## config.mk

```make
export PLATFORM = sky130hd
export DESIGN_NAME = color_bbox_detect
export DESIGN_NICKNAME = d
export VERILOG_FILES = /design/src/rtl/color_bbox_detect.sv
export SDC_FILE = /design/constraint.sdc
export NUM_CORES = 1
export LEC_CHECK = 0
export BUFFER_PORTS_ARGS = -buffer_cell sky130_fd_sc_hd__clkbuf_2
export CAP_MARGIN = 20
export CORE_MARGIN = 1.5
export CORE_UTILIZATION = 45
export CTS_CLUSTER_DIAMETER = 80
export CTS_CLUSTER_SIZE = 20
export DETAILED_ROUTE_END_ITERATION = 7
export MAX_ROUTING_LAYER = met4
export PLACE_DENSITY = 0.76
export SLEW_MARGIN = 10
export SYNTH_ARGS = -nofsm -noshare
export SYNTH_HDL_FRONTEND = slang
export SYNTH_SLANG_ARGS = --single-unit
```

## constraint.sdc

```tcl
create_clock -name i_clk -period 7.1 [get_ports i_clk]
set_clock_uncertainty 0.05 [all_clocks]
set_input_delay 1.775 -clock i_clk [delete_from_list [all_inputs] [get_ports i_clk]]
set_output_delay 1.775 -clock i_clk [all_outputs]
set_load 0.01 [all_outputs]
```

## src/rtl/color_bbox_detect.sv

```systemverilog
// Colour-threshold classifier and per-frame bounding-box accumulator fed from the camera output FIFO.
// Define COLOR_MASK_OUT_EN to expose the per-pixel classification stream (o_mask_*).
module color_bbox_detect #(
   parameter int H_ACTIVE = 640,
   parameter int V_ACTIVE = 480,
   parameter int XW       = 10,
   parameter int YW       = 9,
   parameter int CW       = 19
) (
   input  logic          i_clk,
   input  logic          i_rst,
   input  logic          i_sof,
   output logic          o_obuf_rd,
   input  logic [15:0]   i_obuf_data,
   input  logic          i_obuf_empty,
   input  logic [4:0]    i_r_min,
   input  logic [4:0]    i_r_max,
   input  logic [5:0]    i_g_min,
   input  logic [5:0]    i_g_max,
   input  logic [4:0]    i_b_min,
   input  logic [4:0]    i_b_max,
   output logic          o_done,
   output logic          o_found,
   output logic [CW-1:0] o_count,
   output logic [XW-1:0] o_xmin,
   output logic [XW-1:0] o_xmax,
   output logic [YW-1:0] o_ymin,
   output logic [YW-1:0] o_ymax,
   output logic          o_frame_err
`ifdef COLOR_MASK_OUT_EN
   ,
   output logic          o_mask_valid,
   output logic          o_mask,
   output logic [XW-1:0] o_mask_x,
   output logic [YW-1:0] o_mask_y
`endif
);

   localparam logic [XW-1:0] X_LAST = XW'(H_ACTIVE - 1);
   localparam logic [YW-1:0] Y_LAST = YW'(V_ACTIVE - 1);

   typedef enum logic {WAIT_SOF, ACTIVE} state_t;

   state_t          state_q, state_d;
   logic [XW-1:0]   x_q, x_d, s1_x_q, s1_x_d, s2_x_q, s2_x_d;
   logic [YW-1:0]   y_q, y_d, s1_y_q, s1_y_d, s2_y_q, s2_y_d;
   logic            s1_v_q, s1_v_d, s1_last_q, s1_last_d;
   logic            s2_v_q, s2_v_d, s2_last_q, s2_last_d, s2_match_q, s2_match_d;
   logic            s3_last_q, s3_last_d;
   logic [CW-1:0]   acc_cnt_q, acc_cnt_d, cnt_b;
   logic [XW-1:0]   acc_xmin_q, acc_xmin_d, acc_xmax_q, acc_xmax_d, xmin_b, xmax_b;
   logic [YW-1:0]   acc_ymin_q, acc_ymin_d, acc_ymax_q, acc_ymax_d, ymin_b, ymax_b;
   logic            done_q, done_d, found_q, found_d, frame_err_q, frame_err_d;
   logic [CW-1:0]   count_q, count_d;
   logic [XW-1:0]   xmin_q, xmin_d, xmax_q, xmax_d;
   logic [YW-1:0]   ymin_q, ymin_d, ymax_q, ymax_d;
   logic            rd, restart, at_last, in_range, fresh;
   logic [4:0]      pix_r, pix_b;
   logic [5:0]      pix_g;

   assign rd        = (state_q == ACTIVE) && !i_obuf_empty;
   assign o_obuf_rd = rd;

   always_comb begin
      // NOTE: every _d takes its hold value first, so no path through this block can infer a latch.
      state_d     = state_q;
      x_d         = x_q;
      y_d         = y_q;
      frame_err_d = frame_err_q;
      found_d     = found_q;
      count_d     = count_q;
      xmin_d      = xmin_q;
      xmax_d      = xmax_q;
      ymin_d      = ymin_q;
      ymax_d      = ymax_q;
      done_d      = 1'b0;

      // A start-of-frame while still active aborts the partial frame and everything in flight.
      restart = i_sof && (state_q == ACTIVE);
      at_last = (x_q == X_LAST) && (y_q == Y_LAST);

      if (i_sof) begin
         state_d = ACTIVE;
         x_d     = '0;
         y_d     = '0;
         if (restart) frame_err_d = 1'b1;
      end else if (rd) begin
         if (x_q == X_LAST) begin
            x_d = '0;
            if (y_q == Y_LAST) begin
               y_d     = '0;
               state_d = WAIT_SOF;
            end else begin
               y_d = y_q + 1'b1;
            end
         end else begin
            x_d = x_q + 1'b1;
         end
      end

      s1_v_d    = rd && !restart;
      s1_last_d = rd && !restart && at_last;
      s1_x_d    = x_q;
      s1_y_d    = y_q;

      pix_r      = i_obuf_data[15:11];
      pix_g      = i_obuf_data[10:5];
      pix_b      = i_obuf_data[4:0];
      in_range   = (pix_r >= i_r_min) && (pix_r <= i_r_max) &&
                   (pix_g >= i_g_min) && (pix_g <= i_g_max) &&
                   (pix_b >= i_b_min) && (pix_b <= i_b_max);
      s2_v_d     = s1_v_q && !restart;
      s2_last_d  = s1_last_q && s1_v_q && !restart;
      s2_match_d = s1_v_q && in_range;
      s2_x_d     = s1_x_q;
      s2_y_d     = s1_y_q;
      s3_last_d  = s2_last_q && s2_v_q && !restart;

      // Accumulators re-initialise as the finished frame is published, so the next frame's first pixel can land in the same cycle.
      fresh  = s3_last_q || restart;
      cnt_b  = fresh ? '0 : acc_cnt_q;
      xmin_b = fresh ? X_LAST : acc_xmin_q;
      xmax_b = fresh ? '0 : acc_xmax_q;
      ymin_b = fresh ? Y_LAST : acc_ymin_q;
      ymax_b = fresh ? '0 : acc_ymax_q;

      acc_cnt_d  = cnt_b;
      acc_xmin_d = xmin_b;
      acc_xmax_d = xmax_b;
      acc_ymin_d = ymin_b;
      acc_ymax_d = ymax_b;
      if (s2_v_q && s2_match_q && !restart) begin
         if (cnt_b != '1) acc_cnt_d = cnt_b + 1'b1;
         acc_xmin_d = (s2_x_q < xmin_b) ? s2_x_q : xmin_b;
         acc_xmax_d = (s2_x_q > xmax_b) ? s2_x_q : xmax_b;
         acc_ymin_d = (s2_y_q < ymin_b) ? s2_y_q : ymin_b;
         acc_ymax_d = (s2_y_q > ymax_b) ? s2_y_q : ymax_b;
      end

      if (s3_last_q) begin
         done_d  = 1'b1;
         found_d = (acc_cnt_q != '0);
         count_d = acc_cnt_q;
         xmin_d  = found_d ? acc_xmin_q : '0;
         xmax_d  = found_d ? acc_xmax_q : '0;
         ymin_d  = found_d ? acc_ymin_q : '0;
         ymax_d  = found_d ? acc_ymax_q : '0;
      end
   end

   always_ff @(posedge i_clk) begin
      // NOTE: non-blocking assignments keep every flop sampling pre-edge values regardless of statement order.
      if (i_rst) begin
         state_q     <= WAIT_SOF;
         x_q         <= '0;
         y_q         <= '0;
         s1_v_q      <= 1'b0;
         s1_last_q   <= 1'b0;
         s1_x_q      <= '0;
         s1_y_q      <= '0;
         s2_v_q      <= 1'b0;
         s2_last_q   <= 1'b0;
         s2_match_q  <= 1'b0;
         s2_x_q      <= '0;
         s2_y_q      <= '0;
         s3_last_q   <= 1'b0;
         acc_cnt_q   <= '0;
         acc_xmin_q  <= X_LAST;
         acc_xmax_q  <= '0;
         acc_ymin_q  <= Y_LAST;
         acc_ymax_q  <= '0;
         done_q      <= 1'b0;
         found_q     <= 1'b0;
         count_q     <= '0;
         xmin_q      <= '0;
         xmax_q      <= '0;
         ymin_q      <= '0;
         ymax_q      <= '0;
         frame_err_q <= 1'b0;
      end else begin
         state_q     <= state_d;
         x_q         <= x_d;
         y_q         <= y_d;
         s1_v_q      <= s1_v_d;
         s1_last_q   <= s1_last_d;
         s1_x_q      <= s1_x_d;
         s1_y_q      <= s1_y_d;
         s2_v_q      <= s2_v_d;
         s2_last_q   <= s2_last_d;
         s2_match_q  <= s2_match_d;
         s2_x_q      <= s2_x_d;
         s2_y_q      <= s2_y_d;
         s3_last_q   <= s3_last_d;
         acc_cnt_q   <= acc_cnt_d;
         acc_xmin_q  <= acc_xmin_d;
         acc_xmax_q  <= acc_xmax_d;
         acc_ymin_q  <= acc_ymin_d;
         acc_ymax_q  <= acc_ymax_d;
         done_q      <= done_d;
         found_q     <= found_d;
         count_q     <= count_d;
         xmin_q      <= xmin_d;
         xmax_q      <= xmax_d;
         ymin_q      <= ymin_d;
         ymax_q      <= ymax_d;
         frame_err_q <= frame_err_d;
      end
   end

   assign o_done      = done_q;
   assign o_found     = found_q;
   assign o_count     = count_q;
   assign o_xmin      = xmin_q;
   assign o_xmax      = xmax_q;
   assign o_ymin      = ymin_q;
   assign o_ymax      = ymax_q;
   assign o_frame_err = frame_err_q;

`ifdef COLOR_MASK_OUT_EN
   assign o_mask_valid = s2_v_q;
   assign o_mask       = s2_match_q;
   assign o_mask_x     = s2_x_q;
   assign o_mask_y     = s2_y_q;
`endif

endmodule

```

==> metrics.cfg, run 1 <==
[status]
status = complete, no violations

[clocking]
cts_max_level = 4
clock-sinks = 181
clock_path_buffers = 2
cts-root-buf = clkbuf_16
cts_buffers = 17
hold_buffers = 0
tritoncts = yes
cts_resized = 0
clk_latency_ps = 430
clkTransAtPathRegs_ps = 70
cts_setup_buffers = 0

[logic_synthesis]
synth_area_leaders = dfxtp_1 41%, ha_1 10%, nor2_1 5.7%
ys_ff_latch = 181
syn_area_sq_mm = 0.00875
yosysWarnings = 0
syn_nets = 1095
synth_top_area_share_pct = 41.4
synthFlopType = dfxtp_1
seq_area_frac_synth_pct = 41.4
netlist_instances = 972
synth.avg_cell_area_sq_um = 9.00
synth-edff-count = 0
synth_area_leader_cell = dfxtp_1
async_flop_share_pct = 0
synth_cell_types = 65

[placed_design]
port_buffers = 112
gp_congestion = 0.872
dpl_worst_slack_ps = 2140
dp_hpwl_um = 13600
placed_area_sq_mm = 0.00946

[routing]
drt_iter0_markers = 517
vias = 7141
wire_per_inst_um = 14.5
drt_first_pass_iters = 5
finalWirelength_um = 19400
drc_errors = 0
routed_via_density = 5.37
ant_nets = 0

[final_layout]
num_antenna_cells = 0
final_util_pct = 53.0
area_delta_synth_final_pct = 14.6
drive_gt1_share_pct = 17.6
fin_area_sq_mm = 0.0100
final_net_count = 1182

[timing]
worst_pin_slew_ps = 1010
fin_ws_ps = 2740
rsz0062_at_grt = false
setup_viol = 0
max_freq_ghz = 0.229
hold_viol_final = 0
drv_slew = 0
layout_min_cycle_time_ps = 4360
relSlewSlack_pct = 32.4
fin_crit_sh_pct = 61.4
setup_tns_ps = 0

[critical_path]
worstReg2RegStart = s3_last_q
endpoint_kind = flop
crit_type = in -> reg
ff2ff_setup_slack_ps = 3700
critPathMaxFanout = 27
arrival_ps = 4600
rr_endpoint = acc_cnt_q[1]
startpoint_type = primary input
crit_required_ps = 7340
reg2regPathDepth = 10

[global_routing]
gr-total-overflow = 0
grt_pass1_wl_um = 31900
track_usage_pct = 20.2
antenna_found_initial = 0
grt_pass1_vias = 6570
grt_max_degree = 87

[floorplanning]
core_area_sq_mm = 0.0189
std_cell_rows = 50
ios = 113
start_util_pct = 46.3
die_w_um = 142
dieArea_sq_mm = 0.0203
fp.dieH_um = 142

[power_and_ir_drop]
ir_worst_vdd_v = 0.000149
power.density_mw_per_mm2 = 197
design_power_total_uw = 1980
p_leak_uw = 0.00420

[worst_hold_path]
min_to = s2_x_q[3]
min_path_cells = 1
hp-start = s1_x_q[3]
min_path_type = reg -> reg

[run]
maxCapViolCount = 0

## synth_stat cells, types with 11 or more instances
| master | n |
|---|---|
| mux2i_1 | 43 |
| nand4_1 | 16 |
| nand3_1 | 25 |
| nor2_1 | 133 |
| dfxtp_1 | 181 |
| a22oi_1 | 30 |
| and3_1 | 11 |
| inv_1 | 39 |
| nor2b_1 | 44 |
| clkbuf_1 | 37 |
| xor2_1 | 12 |
| nand2_1 | 98 |
| a21oi_1 | 35 |
| nor3_1 | 26 |
| ha_1 | 71 |
## metrics by stage
stage                     cells  hold slack, ps
after detailed placement   1298             370
after global routing       1331             404
after floorplan             972             356
after global placement     1297             359
after CTS                  1329             385
final                      1331             382
## flip-flops by register name, summed over array words and instances (netlist names), 9 cells and up
register,count
acc_cnt_q,19
o_count,19
acc_xmax_q,10
acc_xmin_q,10
o_xmax,10
o_xmin,10
s1_x_d,10
s1_x_q,10
s2_x_q,10
acc_ymax_q,9
acc_ymin_q,9
o_ymax,9
o_ymin,9
s1_y_d,9
s1_y_q,9
s2_y_q,9
## how the worst max path moves through the flow
stage	startpoint	to	slack, ps	depth (start not counted)
after floorplan	i_sof	acc_ymax_q[1]	2690	11
after global placement	i_sof	acc_xmin_q[3]	2340	10
after detailed placement	i_sof	acc_xmin_q[1]	2140	10
after CTS	i_sof	acc_xmin_q[9]	2590	10
after global routing	i_sof	acc_cnt_q[1]	2530	10
final	i_sof	acc_cnt_q[1]	2740	10
## power breakdown
group	total [uW]	leakage (uW)	switching (uW)	internal (uW)
Clock	865	0.000255	404	461
Combinational	93.6	0.00249	58.9	34.8
Sequential	1020	0.00146	1.93	1020
## cell type report
type / count / area (sq um)
clock buffers: 19 / 443
clock inverters: 12 / 101
fillers: 1692 / 8870
inverters: 39 / 146
multi-input cells: 697 / 4730
flip-flops and latches: 181 / 3620
well taps: 260 / 325
repair buffers: 123 / 647
## worst max-delay path, stage by stage
cell      delay [ps]
clkbuf_2         150
a21oi_4          520
buf_4            400
and2_1           230
ha_1             210
and4_1           330
nand3_4          130
o31ai_2          520
mux2i_1          260
nor2_1            50
## per-layer routing
metal	wire length, um	track usage [%]
met5	0	-
met4	314	6.78
met3	950	4.00
met2	9000	32.7
met1	9090	25.4
## kinds of logic (layout without fill, tap and decap cells)
| family | after synthesis | after routing | share of synthesized area, % |
|---|---|---|---|
| and+or+nand+nor | 392 | 392 | 21.6 |
| DFF | 181 | 181 | 41.4 |
| AOI/OAI and AO/OA | 168 | 168 | 15.0 |
| buffers and inverters | 94 | 193 | 4.55 |
| adders and majority gates | 71 | 71 | 10.2 |
| muxes | 47 | 47 | 5.44 |
| xor gates and xnor gates | 19 | 19 | 1.90 |
## cells in the final DEF (no fill, tap or decap), types with 9 or more instances in the layout
master,instances
ha_1,71
nor2_1,133
clkbuf_16,17
and3_1,11
dfxtp_1,181
clkbuf_2,112
a21oi_1,35
o21ai_0,10
buf_4,10
nand4_1,16
a22oi_1,30
xor2_1,12
a22oi_2,10
nor2b_1,44
o41ai_1,10
nand2_1,98
o21ai_1,9
mux2i_1,43
inv_1,39
nor3_1,26
nand3_1,25
Note: power is estimated with default switching activity, not from simulation.
==> inputs of run 2 (changes only) <==
- PLACE_DENSITY: 0.76 -> 0.78
- clock period: 7.1 -> 3.5 ns (I/O delays scaled with it)
==> run 2 against run 1 <==
Combinational power is 110% higher. Sequential power is 100% higher. Non-clock buffer count is 11 higher. Sequential share of layout area is 0.32 points lower. Power is 100% higher. Utilization is 0.48 points higher. Clock power is 100% higher. Cell area is 0.90% higher. Wire length is 3.3% lower. Setup slack worse by 2200 ps. Largest power group unchanged. Global-route usage is 0.58 points lower.
==> metrics.cfg, run 2 (synthesized netlist as in run 1, its figures left out) <==
[status]
status = complete, no violations

[final_layout]
final_cells = 1343  ; +0.90%
final_common_cell = dfxtp_1
final_net_count = 1193  ; +0.93%
multi_input_area_sq_mm = 0.00475  ; +0.24%
fin_area_sq_mm = 0.0101  ; +0.90%
layout.cells.most_common_list = 181 x dfxtp_1, 133 x nor2_1, 111 x clkbuf_2, 98 x nand2_1, 71 x ha_1
area_delta_synth_final_pct = 15.6
seq_area_sq_mm = 0.00362  ; unchanged
drive_gt1_share_pct = 18.5  ; +0.91 points
fillers = 1739  ; +2.8%
num_antenna_cells = 0  ; unchanged
final_util_pct = 53.5  ; +0.48 points

[floorplanning]
die_w_um = 142  ; unchanged
core_area_sq_mm = 0.0189  ; unchanged
fp.dieH_um = 142  ; unchanged
ios = 113  ; unchanged
dieArea_sq_mm = 0.0203  ; unchanged
start_util_pct = 46.3  ; unchanged
std_cell_rows = 50  ; unchanged

[placed_design]
gp_congestion = 0.874  ; +0.19%
port_buffers = 112  ; unchanged
dp_hpwl_um = 13700  ; +0.61%
placed_area_sq_mm = 0.00957  ; +1.2%
place_inst = 1311  ; +1.0%

[critical_path]
cp_top_family = compound AO/OA/AOI/OAI gates
path_buf_inv = 3  ; +1
endpoint_kind = flop
critPathMaxFanout = 25  ; -7.4%
path_cells = clkbuf_2 > a21o_1 > buf_4 > nor2_1 > ha_1 > a21o_1 > a2111oi_4 > buf_4 > a21boi_0 > mux2i_1
ff2ff_setup_slack_ps = 670  ; -3030 ps
arrival_ps = 3250  ; -1350 ps
crit_required_ps = 3810  ; -3530 ps
reg2regPathDepth = 9  ; -1
rr_endpoint = acc_ymin_q[5]
crit_type = in -> reg
startpoint_type = primary input
worstReg2RegStart = state_q
slowest_stage = a21o_1
slowest_delay_ps = 400  ; -120 ps

[clocking]
cts_max_level = 4  ; unchanged
clock_path_buffers = 2  ; unchanged
clk_latency_ps = 430  ; about the same
cts-root-buf = clkbuf_16
tritoncts = yes
clock-sinks = 181  ; unchanged
clkTransAtPathRegs_ps = 70  ; about the same
hold_buffers = 0  ; unchanged
cts_setup_buffers = 0  ; unchanged
cts_resized = 0  ; unchanged
cts_buffers = 17  ; unchanged

[worst_hold_path]
min_path_cells = 2  ; +1
hp-start = s2_last_q
min_path_type = reg -> reg
min_to = s3_last_q

[global_routing]
grt_pass1_vias = 6777  ; +3.2%
antenna_found_initial = 0  ; unchanged
track_usage_pct = 19.7  ; -0.58 points
grt_max_degree = 68  ; -22%
gr-total-overflow = 0  ; unchanged
grt_pass1_wl_um = 31400  ; -1.6%

[timing]
layout_min_cycle_time_ps = 2940
max_freq_ghz = 0.340
relSlewSlack_pct = 41.6  ; +9.2 points
rsz0062_at_grt = false
fin_crit_sh_pct = 84.0
setup_viol = 0  ; unchanged
setup_tns_ps = 0  ; unchanged
worst_pin_slew_ps = 872  ; -133 ps
hold_viol_final = 0  ; unchanged
drv_slew = 0  ; unchanged

[power_and_ir_drop]
power_frac_seq_pct = 51.6  ; about the same
power_frac_comb_pct = 4.9  ; +0.2 points
intPower_uw = 3070  ; +100%
clkPwrFrac_pct = 43.6  ; -0.2 points
ir_worst_vdd_v = 0.000265  ; +78%
swShare_pct = 23.4  ; -0.13 points
p_sw_uw = 936  ; +100%
power.density_mw_per_mm2 = 396  ; +100%
p_leak_uw = 0.00425  ; +1.1%

[routing]
vias = 7229  ; +1.2%
drc_errors = 0  ; unchanged
drt_first_pass_iters = 5  ; unchanged
wire_per_inst_um = 13.9  ; -4.1%
finalWirelength_um = 18700  ; -3.3%
drt_iter0_markers = 482  ; -6.8%
routed_via_density = 5.38  ; +0.33%
ant_nets = 0  ; unchanged

[run]
maxCapViolCount = 0  ; unchanged

## run 2: changes by cell type in the layout (fill, tap and decap cells not counted), moves of 2 or more
cell	before	now
inv_8	2	0
clkinv_2	1	4
inv_6	0	4
clkinv_4	5	2
buf_4	10	23
## run 2: through the flow
stage	hold WS [ps]	total power [uW]	setup slack, ps
6_report	375	4000	561
5_1_grt	399	4150	390
4_1_cts	373	4050	595
3_5_place_dp	363	2310	140
3_3_place_gp	365	2300	252
2_1_floorplan	356	2230	100
## run 2: how the worst max path moves through the flow
stage / startpoint / to / slack (ps) / cells after the start
2_1_floorplan: i_sof / acc_ymax_q[1] / 100 / 11
3_3_place_gp: i_sof / acc_ymin_q[5] / 250 / 10
3_5_place_dp: i_sof / acc_ymin_q[5] / 140 / 10
4_1_cts: i_sof / acc_ymin_q[5] / 590 / 10
5_1_grt: i_sof / acc_ymin_q[5] / 390 / 9
6_report: i_sof / acc_ymin_q[5] / 560 / 10
## run 2: area by class of cell
type / count / area share (%)
repair buffers: 134 / 7.20
clock inverters: 14 / 1.01
clock buffers: 18 / 4.34
flip-flops and latches: 181 / 35.8
multi-input cells: 697 / 46.9
well taps: 260 / 3.22
inverters: 39 / 1.45
## run 2: per-layer routing
layer	wire length (um)	vias up	track usage, %
li1	-	3624	-
met1	8700	3399	24.2
met2	8830	175	31.9
met3	827	31	3.87
met4	376	0	7.70
met5	0	-	-
## run 2: power by group through the flow
| stage | sequential [uW] | combinational, uW | clock [uW] |
|---|---|---|---|
| global placement | 2110 | 191 | 0 |
| global route | 2060 | 222 | 1860 |
| floorplan | 2110 | 124 | 0 |
| CTS | 2060 | 197 | 1790 |
| detailed placement | 2110 | 196 | 0 |
| finish | 2060 | 194 | 1740 |
## run 2: worst register-to-register path: cells and delay by family, from the launching register on
kind            cells  cell delay, ps
compound gates      4            1230
mux                 1             210
buf+inv             2             540
fa+ha+maj           1             180
flops               1             500
simple gates        1              50
==> inputs of run 3 (changes only) <==
- ABC_AREA: not set -> 1
- clock period: 3.5 -> 2.4 ns (I/O delays scaled with it)
==> run 3 against run 2 <==
Area after synthesis grew 0.43%. Cell area grew 2.8%. Non-clock buffer count grew 14. Clock power grew 55%. Sequential power grew 46%. Worst hold slack lost 30 ps. Global-route usage grew 2.3 points. Critical path type is now reg -> reg. Largest cell class unchanged. Highest routed layer unchanged.
==> metrics.cfg, run 3 <==
[status]
status = complete, no violations

[clocking]
clock-sinks = 181  ; unchanged
clock_path_buffers = 2  ; unchanged
clkTransAtPathRegs_ps = 60  ; about the same
clk_latency_ps = 430  ; about the same
cts_max_level = 4  ; unchanged
hold_buffers = 0  ; unchanged
cts_buffers = 17  ; unchanged
cts-root-buf = clkbuf_16
tritoncts = yes

[run]
maxCapViolCount = 0  ; unchanged

[placed_design]
gp_congestion = 0.983  ; +13%
port_buffers = 112  ; unchanged
dp_hpwl_um = 15200  ; +11%
dpl_worst_slack_ps = -254  ; -395 ps
place_inst = 1551  ; +18%

[timing]
fin_crit_sh_pct = 91.9
max_freq_ghz = 0.453
drv_slew = 0  ; unchanged
fin_ws_ps = 193  ; -367 ps
worst_pin_slew_ps = 729  ; -144 ps
layout_min_cycle_time_ps = 2210
hold_viol_final = 0  ; unchanged
relSlewSlack_pct = 51.4  ; +9.8 points
setup_viol = 0  ; unchanged

[power_and_ir_drop]
p_leak_uw = 0.00450  ; +5.9%
design_power_total_uw = 6010  ; +50%
power.density_mw_per_mm2 = 578  ; +46%
ir_worst_vdd_v = 0.000390  ; +47%

[routing]
routed_via_density = 5.12  ; -4.8%
top_layer_used = met4
vias = 8098  ; +12%
finalWirelength_um = 20700  ; +11%
wire_per_inst_um = 13.1  ; -6.0%
drc_errors = 0  ; unchanged
wl_met2_um = 9750  ; +10%
drt-met1-wl_um = 9490  ; +9.2%
drt_iter0_markers = 545  ; +13%
drt_first_pass_iters = 5  ; unchanged
dr_wl_met3_um = 1040  ; +26%
ant_nets = 0  ; unchanged

[final_layout]
layout.cells.most_common_list = 185 x nand2_1, 179 x dfxtp_1, 176 x nor2_1, 137 x inv_1, 117 x a21oi_1
final_common_cell = nand2_1
final_util_pct = 54.8  ; +1.3 points
drive_gt1_share_pct = 15.4  ; -3.0 points
final_net_count = 1433  ; +20%
area_delta_synth_final_pct = 18.3
final_cells = 1581  ; +18%
num_antenna_cells = 0  ; unchanged

[floorplanning]
start_util_pct = 46.3  ; about the same
fp.dieH_um = 143  ; +0.21%
dieArea_sq_mm = 0.0204  ; +0.42%
core_area_sq_mm = 0.0190  ; +0.33%
std_cell_rows = 50  ; unchanged
die_w_um = 143  ; +0.21%
ios = 113  ; unchanged

[logic_synthesis]
synth.avg_cell_area_sq_um = 7.37  ; -18%
synthFlopType = dfxtp_1
ys_ff_latch = 181  ; unchanged
synth_cell_types = 37  ; -43%
synth_commonest_cells = 187 x nand2_1, 181 x dfxtp_1, 178 x nor2_1
synth_area_leaders = dfxtp_1 41%, ha_1 10%, nand2_1 8.0%
async_flop_share_pct = 0  ; unchanged
syn_nets = 1315  ; +20%
synth-edff-count = 0  ; unchanged
seq_area_frac_synth_pct = 41.2  ; -0.18 points
yosysWarnings = 0  ; unchanged
synth_area_leader_cell = dfxtp_1
yosysMostFrequentCell = nand2_1
synth_top_area_share_pct = 41.2  ; -0.18 points
syn_area_sq_mm = 0.00878  ; +0.43%
netlist_instances = 1192  ; +23%

[global_routing]
grt_pass1_wl_um = 35300  ; +12%
gr-total-overflow = 0  ; unchanged
track_usage_pct = 22.0  ; +2.3 points
grt_pass1_vias = 7551  ; +11%
antenna_found_initial = 0  ; unchanged
grt_max_degree = 85  ; +25%

[critical_path]
crit_required_ps = 2640  ; -1170 ps
ff2ff_setup_slack_ps = 190  ; -480 ps
crit_type = reg -> reg
startpoint_type = flop
critPathMaxFanout = 18  ; -28%
reg2regPathDepth = 11  ; +2
path_cells = nand2_8 > nand2_4 > buf_4 > nor2_1 > ha_1 > a21oi_1 > o21ai_0 > nor2_1 > nand3_4 > o21ai_0 > o211ai_1
endpoint_kind = flop
arrival_ps = 2450  ; -800 ps
slowest_delay_ps = 390  ; about the same
slowest_stage = dfxtp_2

[worst_hold_path]
min_path_cells = 2  ; unchanged
min_path_type = reg -> reg

## run 3: cell types whose count changed in the layout (fill, tap and decap cells not counted), moves of 11 or more
| cell | before | now |
|---|---|---|
| and3_1 | 11 | 0 |
| nand3_1 | 25 | 97 |
| mux2i_1 | 43 | 0 |
| nand2_1 | 98 | 185 |
| nor2b_1 | 44 | 0 |
| inv_1 | 39 | 137 |
| a22oi_1 | 30 | 0 |
| nor2_1 | 133 | 176 |
| nor3_1 | 26 | 12 |
| a21oi_1 | 35 | 117 |
| o21ai_0 | 10 | 63 |
## run 3: final cells by class
| type | count | area, sq um |
|---|---|---|
| clock buffers | 22 | 464 |
| clock inverters | 8 | 103 |
| fillers | 1777 | 8560 |
| inverters | 143 | 539 |
| multi-input cells | 819 | 4440 |
| flip-flops and latches | 181 | 3630 |
| well taps | 260 | 325 |
| repair buffers | 148 | 893 |
## run 3: final timing paths
kind,start,end
hold / removal,s1_y_q[0],s2_y_q[0]
setup reg to reg,state_q,acc_ymin_q[3]
setup / recovery,state_q,acc_ymin_q[3]
hold reg to reg,s1_y_q[0],s2_y_q[0]
## run 3: power breakdown
group | switching [uW] | internal [uW]
registers | 4.40 | 3010
clock network | 1130 | 1580
logic | 176 | 122
## run 3: cells by family after synthesis
| kind of cell | count (synthesis) | share of synthesized area, % |
|---|---|---|
| simple gates | 522 | 25.7 |
| compound gates | 219 | 13.6 |
| buf+inv | 192 | 8.57 |
| flops | 181 | 41.2 |
| fa+ha+maj | 71 | 10.1 |
| xor+xnor | 7 | 0.698 |
## run 3: repair_timing
item	4_1_cts	5_1_grt
setup buffers	0	0
endpoints found under the setup margin	0	36
gates resized for setup	0	5
## run 3: routing by layer
| metal | GRT usage, % | up-vias |
|---|---|---|
| met2 | 36.1 | 207 |
| met4 | 7.16 | 0 |
| met1 | 27.5 | 3692 |
| met3 | 3.76 | 31 |
| li1 | - | 4168 |
| met5 | - | - |
## run 3: stage by stage
stage               TNS [ps]  cell area, sq um  hold slack [ps]
floorplan              -14.4              8870              338
global placement       -4010              9810              340
detailed placement     -6550              9810              342
CTS                        0             10400              347
global route           -10.0             10400              366
finish                     0             10400              346
## run 3: critical path, delay by kind of cell, from the launching register on
kind            cells  cell delay [ps]
flops               1              390
fa+ha+maj           1              310
simple gates        5              630
compound gates      4              460
buf+inv             1              220
